<file path="src/rtl/fifo_burst_reader_if.sv">
// FIFO read-side and burst stream signals between fifo_burst_reader and its neighbours.
// master = the burst reader itself, slave = the FIFO/sink environment around it.
interface fifo_burst_reader_if #(
   parameter int DATA_WIDTH = 8,
   parameter int CNT_WIDTH  = 9
);
   logic [CNT_WIDTH-1:0]  fifo_fcounter;
   logic                  fifo_empty;
   logic                  fifo_r_enable;
   logic [DATA_WIDTH-1:0] fifo_r_data;
   logic                  m_valid;
   logic                  m_ready;
   logic [DATA_WIDTH-1:0] m_data;
   logic                  m_last;
   logic                  burst_active;
   logic [15:0]           burst_count;

   modport master (
      input  fifo_fcounter, fifo_empty, fifo_r_data, m_ready,
      output fifo_r_enable, m_valid, m_data, m_last, burst_active, burst_count
   );

   modport slave (
      output fifo_fcounter, fifo_empty, fifo_r_data, m_ready,
      input  fifo_r_enable, m_valid, m_data, m_last, burst_active, burst_count
   );
endinterface

</file>
<file path="src/rtl/fifo_burst_reader.sv">
// Drains a synchronous FIFO in fixed-length bursts onto a valid/ready stream,
// flushing partial residues after an idle timeout.
module fifo_burst_reader #(
   parameter int DATA_WIDTH = 8,
   parameter int CNT_WIDTH  = 9,
   parameter int BURST_LEN  = 16,
   parameter int TIMEOUT    = 255
) (
   input logic                 clk,
   input logic                 reset,
   fifo_burst_reader_if.master bus
);
   localparam int TW = (TIMEOUT > 0) ? $clog2(TIMEOUT + 1) : 1;
   localparam logic [CNT_WIDTH-1:0] BURST_LEN_C = CNT_WIDTH'(BURST_LEN);
   localparam logic [CNT_WIDTH-1:0] ONE_C       = CNT_WIDTH'(1);
   localparam logic [TW-1:0]        TIMEOUT_C   = TW'(TIMEOUT);

   typedef enum logic [1:0] {
      IDLE,
      BURST,
      DRAIN
   } state_t;

   state_t                state;
   logic [CNT_WIDTH-1:0]  beats_left;
   logic [TW-1:0]         idle_cnt;
   logic                  active;
   logic [15:0]           count;

   logic                  inflight;
   logic                  inflight_last;
   logic [DATA_WIDTH-1:0] buf_data [2];
   logic                  buf_last [2];
   logic                  head;
   logic [1:0]            buf_occ;

   logic                  rd_en;
   logic                  pop;
   logic                  tail;
   logic [1:0]            outstanding;

   // Credit counts both buffered beats and the read still in the FIFO pipeline,
   // so a 2-entry buffer can never be overrun regardless of m_ready.
   always_comb begin
      outstanding = buf_occ + {1'b0, inflight};
      rd_en       = (state == BURST) && (beats_left != '0) && !bus.fifo_empty
                    && (outstanding < 2'd2);
      pop         = (buf_occ != 2'd0) && bus.m_ready;
      tail        = head ^ buf_occ[0];
   end

   always_ff @(posedge clk) begin
      if (reset) begin
         state      <= IDLE;
         beats_left <= '0;
         idle_cnt   <= '0;
         active     <= 1'b0;
         count      <= '0;
      end else begin
         case (state)
            IDLE: begin
               if (bus.fifo_fcounter >= BURST_LEN_C) begin
                  state      <= BURST;
                  beats_left <= BURST_LEN_C;
                  idle_cnt   <= '0;
                  active     <= 1'b1;
               end else if ((TIMEOUT != 0) && (idle_cnt == TIMEOUT_C)
                            && (bus.fifo_fcounter != '0)) begin
                  state      <= BURST;
                  beats_left <= bus.fifo_fcounter;
                  idle_cnt   <= '0;
                  active     <= 1'b1;
               end else if (bus.fifo_fcounter == '0) begin
                  idle_cnt <= '0;
               end else if (idle_cnt != TIMEOUT_C) begin
                  idle_cnt <= idle_cnt + 1'b1;
               end
            end
            BURST: begin
               if (rd_en) begin
                  beats_left <= beats_left - 1'b1;
                  if (beats_left == ONE_C) begin
                     state <= DRAIN;
                  end
               end
            end
            DRAIN: begin
               if (pop && buf_last[head]) begin
                  state  <= IDLE;
                  active <= 1'b0;
                  count  <= count + 16'd1;
               end
            end
            default: begin
               state  <= IDLE;
               active <= 1'b0;
            end
         endcase
      end
   end

   // A capture and a pop on the same edge write the tail slot while the head
   // advances into it, leaving the occupancy unchanged.
   always_ff @(posedge clk) begin
      if (reset) begin
         inflight      <= 1'b0;
         inflight_last <= 1'b0;
         head          <= 1'b0;
         buf_occ       <= 2'd0;
         for (int unsigned i = 0; i < 2; i++) begin
            buf_data[i] <= '0;
            buf_last[i] <= 1'b0;
         end
      end else begin
         inflight      <= rd_en;
         inflight_last <= rd_en && (beats_left == ONE_C);
         if (inflight) begin
            buf_data[tail] <= bus.fifo_r_data;
            buf_last[tail] <= inflight_last;
         end
         if (pop) begin
            head <= ~head;
         end
         buf_occ <= buf_occ + {1'b0, inflight} - {1'b0, pop};
      end
   end

   assign bus.fifo_r_enable = rd_en;
   assign bus.m_valid       = (buf_occ != 2'd0);
   assign bus.m_data        = buf_data[head];
   assign bus.m_last        = (buf_occ != 2'd0) && buf_last[head];
   assign bus.burst_active  = active;
   assign bus.burst_count   = count;
endmodule

</file>
<file path="src/flat_wrapper.sv">
// flat-port wrapper written by rule: the top's interface ports become plain ports
module fifo_burst_reader_flat 
#(
   parameter int DATA_WIDTH = 8,
   parameter int CNT_WIDTH  = 9,
   parameter int BURST_LEN  = 16,
   parameter int TIMEOUT    = 255
)
  (clk, reset, bus_fifo_fcounter, bus_fifo_empty, bus_fifo_r_data, bus_m_ready, bus_fifo_r_enable, bus_m_valid, bus_m_data, bus_m_last, bus_burst_active, bus_burst_count);
  fifo_burst_reader_if #(.DATA_WIDTH(DATA_WIDTH), .CNT_WIDTH(CNT_WIDTH)) bus_i ();
  input logic clk;
  input logic reset;
  input wire logic [$bits(bus_i.fifo_fcounter)-1:0] bus_fifo_fcounter;
  input wire logic [$bits(bus_i.fifo_empty)-1:0] bus_fifo_empty;
  input wire logic [$bits(bus_i.fifo_r_data)-1:0] bus_fifo_r_data;
  input wire logic [$bits(bus_i.m_ready)-1:0] bus_m_ready;
  output wire logic [$bits(bus_i.fifo_r_enable)-1:0] bus_fifo_r_enable;
  output wire logic [$bits(bus_i.m_valid)-1:0] bus_m_valid;
  output wire logic [$bits(bus_i.m_data)-1:0] bus_m_data;
  output wire logic [$bits(bus_i.m_last)-1:0] bus_m_last;
  output wire logic [$bits(bus_i.burst_active)-1:0] bus_burst_active;
  output wire logic [$bits(bus_i.burst_count)-1:0] bus_burst_count;
  assign bus_i.fifo_fcounter = bus_fifo_fcounter;
  assign bus_i.fifo_empty = bus_fifo_empty;
  assign bus_i.fifo_r_data = bus_fifo_r_data;
  assign bus_i.m_ready = bus_m_ready;
  assign bus_fifo_r_enable = bus_i.fifo_r_enable;
  assign bus_m_valid = bus_i.m_valid;
  assign bus_m_data = bus_i.m_data;
  assign bus_m_last = bus_i.m_last;
  assign bus_burst_active = bus_i.burst_active;
  assign bus_burst_count = bus_i.burst_count;
  fifo_burst_reader #(.DATA_WIDTH(DATA_WIDTH), .CNT_WIDTH(CNT_WIDTH), .BURST_LEN(BURST_LEN), .TIMEOUT(TIMEOUT)) u_core (.clk(clk), .reset(reset), .bus(bus_i));
endmodule
</file>
<file path="config.mk">
export PLATFORM = sky130hd
export DESIGN_NAME = fifo_burst_reader_flat
export DESIGN_NICKNAME = d
export VERILOG_FILES = /design/src/rtl/fifo_burst_reader_if.sv /design/src/rtl/fifo_burst_reader.sv /design/src/flat_wrapper.sv
export SDC_FILE = /design/constraint.sdc
export NUM_CORES = 1
export LEC_CHECK = 0
export ABC_CLOCK_PERIOD_IN_PS = 1970
export BUFFER_PORTS_ARGS = -buffer_cell sky130_fd_sc_hd__buf_2
export CORE_ASPECT_RATIO = 1.75
export CORE_MARGIN = 5
export CORE_UTILIZATION = 35
export DETAILED_ROUTE_END_ITERATION = 6
export SETUP_SLACK_MARGIN = 0.02
export SKIP_LAST_GASP = 1
export SYNTH_ARGS = -nofsm -noshare
export SYNTH_HDL_FRONTEND = slang
export SYNTH_SLANG_ARGS = --single-unit
</file>
<file path="constraint.sdc">
create_clock -name clk -period 1.97 [get_ports clk]
set_input_delay 0.197 -clock clk [delete_from_list [all_inputs] [get_ports clk]]
set_output_delay 0.197 -clock clk [all_outputs]
set_load 0.05 [all_outputs]
</file>
After elaboration in Yosys (flattened, before gate mapping)
Memory sizes are Yosys's and may differ from the RTL's. A register that Yosys moved wholly into a read port is not among the register bits.
Index checks and enable logic that the tools add are counted.
- add/subtract/negate cells: 5
- $mul: 0
- div/mod/pow operators: 0
- order comparisons: 2
- equality and inequality tests: 9
- shift-type cells: 0
- mux-type cells: 33
- bitwise gates (word level): 3
- reduce and logical (&&, ||, !) cells: 23
- operator list (kind ; count):
    two-way mux 8 bit ; 5
    two-way mux 9 bit ; 3
    one-hot mux 9 bit (2 select lines) ; 1
    nonzero test 9 bit ; 2
    two-way mux 1 bit ; 17
    adder 16 x 1 -> 16 bit, second input constant ; 1
    two-way mux 2 bit ; 5
    == test 9 x 1 -> 1 bit, second input constant ; 1
    greater-or-equal comparator 9 x 5 -> 1 bit, second input constant ; 1
    logical NOT 9 bit ; 1
    subtractor 9 x 1 -> 9 bit, second input constant ; 1
    adder 8 x 1 -> 8 bit, second input constant ; 1
    == test 8 bit, second input constant ; 1
    logical AND 1 bit ; 8
    != test 8 bit, second input constant ; 1
    OR reduction 8 bit ; 1
    one-hot mux 2 bit (3 select lines) ; 1
    AND reduction 3 bit ; 2
    != test 2 x 1 -> 1 bit, second input constant ; 2
    AND reduction 2 bit ; 2
    AND reduction 4 bit ; 1
    nonzero test 2 bit ; 2
    nonzero test 4 bit ; 1
    != test 3 x 1 -> 1 bit, second input constant ; 1
    12 further kinds ; 13
- flip-flop bits (word level): 41
- latch bits: 0
- bits in writable memories: 18
- ROM bits: 0
- input port bits: 21
- output and inout bits: 28
- word-level logic and storage cells: 86
- memories kept: 2
- memories (name ; words ; width ; rd ports ; clocked after memory_dff ; wr ports ; line ; text):
    u_core.buf_data ; 2 ; 8 ; 1 ; 1 ; 2 ; fifo_burst_reader.sv:32 ; logic [DATA_WIDTH-1:0] buf_data [2];
    u_core.buf_last ; 2 ; 1 ; 1 ; 1 ; 2 ; fifo_burst_reader.sv:33 ; logic buf_last [2];

Logic depth before layout (Yosys ltp)
- word-level depth: 6
- depth in mapped cells: 7
- mapped depth without buffers: 7

Worst setup path before layout
No wires, ideal clock.
- path kind: reg-to-reg
- start: register u_core.count[2], in the netlist u_core.bus.burst_count[2]
- end: register u_core.count[8], in the netlist u_core.bus.burst_count[8]
- setup time: 128 ps
- arrival: 2045 ps
- data required time: 1842 ps
- path slack: -203 ps
- cell stages (with the launch flop): 6
- path buffers: 0
- clock period less this slack: 2173 ps
- cell sequence: dfxtp_1 inv_1 or4_4 or4_1 xnor2_1 nor2_1
- word-level cells in the longest chain between the ends: 1
- RTL lines (what ; line ; text):
    from (decl) ; fifo_burst_reader.sv:28 ; logic [15:0] count;
    from (signal assigned) ; fifo_burst_reader.sv:91 ; count <= count + 16'd1;
    adder 16 x 1 -> 16 bit ; fifo_burst_reader.sv:91 ;
No other way between the ends.
A chain may end at the register's enable or synchronous reset.

Worst setup path after layout
- start: register u_core.beats_left[0]
- end: output port bus_fifo_r_enable
- word-level cells in the longest chain between the ends: 4
- RTL lines (what ; line ; text):
    from (decl) ; fifo_burst_reader.sv:25 ; logic [CNT_WIDTH-1:0] beats_left;
    from (signal assigned) ; fifo_burst_reader.sv:70 ; beats_left <= bus.fifo_fcounter;
    from (signal assigned) ; fifo_burst_reader.sv:81 ; beats_left <= beats_left - 1'b1;
    nonzero test 9 bit ; fifo_burst_reader.sv:46 ; rd_en = (state == BURST) && (beats_left != '0) && !bus.fifo_empty
    logical AND 1 bit (2 in series) ; fifo_burst_reader.sv:46 ;
    logical AND 1 bit ; fifo_burst_reader.sv:47 ; && (outstanding < 2'd2);
    to (decl) ; flat_wrapper.sv:17 ; output wire logic [$bits(bus_i.fifo_r_enable)-1:0] bus_fifo_r_enable;
No other way between the ends.

==> impl_metrics.py <==
metrics = {
    "outcome": {
        "status": "completed",
    },
    "global_route": {
        "grt_max_degree": 31,
        "grt_first_pass_wirelength_um": 11300,
        "antenna_found_initial": 0,
        "grt_pass1_vias": 2541,
        "gr-total-overflow": 0,
        "grt_usage": 0.136,
    },
    "setup_path": {
        "crit_type": "reg2out",
        "cp_max_fo": 2,
        "crit_required_ns": 1.77,
        "worstSetupStartpointType": "flip-flop",
        "end_kind": "output pin",
        "arrival_ns": 1.75,
    },
    "pwr": {
        "p_leak_nw": 1.62,
        "p_sw_mw": 1.26,
        "fin_total_pwr_mw": 4.15,
        "clockPowerShare": 0.386,
        "pwr-share-comb": 0.265,
        "seqPwrFrac": 0.349,
        "p_per_area_mw_per_mm2": 1050,
        "power.internal_mw": 2.89,
        "swShare": 0.304,
        "ir_drop_mv": 0.521,
    },
    "timing": {
        "finalCritPeriodShare": 0.990,
        "setup_viol": 0,
        "worst_slack_ns": 0.0192,
        "skew_ns": 0.00338,
        "hold_viol_final": 0,
        "finalCriticalPeriod_ns": 1.95,
        "slew_viol_final": 0,
        "worst_pin_slew_ns": 0.512,
        "fmax_mhz": 513,
        "slew_headroom": 0.658,
        "rsz0062_at_grt": "yes",
    },
    "yosys": {
        "ys_ff_latch": 60,
        "synth_ff_type": "dfxtp_1",
        "yosys_warnings": 0,
        "synth_fp_nets": 343,
        "synthTopCellsByArea": "dfxtp_1 (29%), edfxtp_1 (18%), nor2_1 (4.7%)",
        "yosysUniqueCellTypes": 51,
        "yosysTopAreaCell": "dfxtp_1",
        "yosysMostFrequentCell": "dfxtp_1",
        "ys_top_cells_by_count": "dfxtp_1 (42), nor2_1 (37), nand2_1 (21)",
        "synth_cells": 315,
        "synthArstFlopShare": 0,
        "ys_seq_area_frac": 0.469,
        "post_synth.cell_area_avg_um2": 9.36,
        "yosysTopAreaCellShare": 0.285,
        "syn_area_mm2": 0.00295,
        "synth_enable_flop_cells": 18,
    },
    "routing": {
        "drtIter0Drc": 110,
        "drt_wl_total_um": 6900,
        "route.detailed.drc": 0,
        "drtPass1Iterations": 4,
        "vias": 2602,
        "routed_via_density": 5.27,
        "routedWlPerCell_um": 14.0,
        "detail-route-antenna-nets": 0,
    },
    "cts": {
        "tritoncts.num_buffers": 9,
        "cts_max_path_buffers": 2,
        "tritoncts": "done",
        "holdBufCountCts": 0,
        "insertion_delay_ns": 0.32,
        "cts_root_buffer": "clkbuf_16",
        "numClockSinks": 60,
        "htreeDepth": 3,
        "clk_pin_slew_ns": 0.05,
    },
    "final_layout": {
        "num-nets-final": 425,
        "multi_input_area_mm2": 0.00158,
        "syn2layout_area_growth_pct": 34.2,
        "layout-drive-gt1-share": 0.343,
        "register_area_mm2": 0.00140,
        "diodes": 0,
        "fin_cells": 494,
        "fillers": 790,
    },
    "place": {
        "hpwl_um": 5080,
        "dpl.cell_count": 473,
        "post-place-ws_ns": -0.0129,
        "io_buffers": 48,
        "place.gp.congestion": 0.882,
    },
    "floorplanning": {
        "boundaryPins": 49,
        "die_h_um": 131,
        "core_area_mm2": 0.00826,
        "start_util": 0.357,
        "fp-row-count": 44,
        "design.die.area_mm2": 0.0104,
        "die_w_um": 79.4,
    },
    "run": {
        "drv_cap": 0,
    },
    "hold_path": {
        "hold_path_class": "in2reg",
    },
}
cells by family after synthesis:
group | Yosys count | share of synthesized area
DFF | 60 | 0.469
buffers and inverters | 24 | 0.0331
AOI/OAI and AO/OA | 55 | 0.120
adders and majority gates | 7 | 0.0297
and+or+nand+nor | 141 | 0.256
xor gates and xnor gates | 17 | 0.0505
muxes | 11 | 0.0420
cells in the final DEF, fill, tap and decap left out, types with 14 or more instances in the layout:
cell type / count
edfxtp_1: 18
a21oi_1: 14
nand2_1: 21
buf_2: 47
nand3_1: 14
nor2_1: 35
and2_1: 18
dfxtp_1: 30
buf_4: 29
cell type report:
class                      instances  area share
inverter                          15      0.0149
sequential                        60       0.353
timing repair buffer              80       0.127
clock inverter                     7      0.0206
tap                               92      0.0291
clock buffer                       9      0.0569
multi-input combinational        231       0.399
routing by layer:
metal / GRT usage / up-vias / share of wire
met1: 0.138 / 1227 / 0.39
met5: 0 / - / 0
met4: 0.0784 / 0 / 0.029
met2: 0.243 / 51 / 0.54
li1: - / 1309 / -
met3: 0.0363 / 15 / 0.037
worst max-delay path, stage by stage, from the launching register on:
cell and delay, ns:
dfxtp_2 0.33, inv_2 0.05, ha_4 0.15, nor4b_4 0.13, a2111o_1 0.46, buf_6 0.14, inv_4 0.05, buf_8 0.13
state kept, by name, indices dropped and copies added (netlist names), named ones only:
signal and count:
u_core.idle_cnt 8, u_core.inflight_last 1, u_core.beats_left 9, u_core.head 1, u_core.buf_data 16, u_core.bus.burst_active 1, u_core.buf_occ 2, u_core.buf_last 2
u_core.state 2, u_core.bus.burst_count 16, u_core.inflight 1
power groups by stage:
stage               sequential [mW]  clock [mW]  combinational, mW
floorplan                      1.46           0              0.709
global placement               1.45           0              0.981
detailed placement             1.46           0              0.996
CTS                            1.44        1.64               1.06
global route                   1.46        1.70               1.18
finish                         1.45        1.60               1.10
final timing paths:
| path | depth (start not counted) | slack, ns | startpoint | end |
|---|---|---|---|---|
| hold reg to reg | 2 | 0.50 | u_core.bus.burst_count[15]$_SDFFE_PP0P_ | u_core.bus.burst_count[15]$_SDFFE_PP0P_ |
| setup reg to reg | 7 | 0.03 | u_core.beats_left[0]$_SDFFE_PP0P_ | u_core.beats_left[6]$_SDFFE_PP0P_ |
| hold / removal | 2 | 0.16 | bus_fifo_r_data[6] | u_core.buf_data[0][6]$_SDFFCE_PN0P_ |
| setup / recovery | 7 | 0.02 | u_core.beats_left[0]$_SDFFE_PP0P_ | bus_fifo_r_enable |
repair_timing:
| action | in CTS | in global routing |
|---|---|---|
| pin swaps | 4 | 4 |
| buffers inserted | 5 | 0 |
| endpoints found under the hold margin | 0 | 0 |
| gates resized for setup | 15 | 18 |
| setup endpoints to repair | 2 | 10 |
per-stage QoR:
stage	hold slack (ns)	setup TNS (ns)	cell area, um^2	utilization
6_report	0.165	0	3960	0.479
3_3_place_gp	0.472	0	3490	0.422
4_1_cts	0.156	0	3890	0.471
2_1_floorplan	0.394	-0.0104	2970	-
5_1_grt	0.162	-0.144	3960	0.479
3_5_place_dp	0.492	-0.0129	3490	0.422
(Power assumes the default switching activity.)
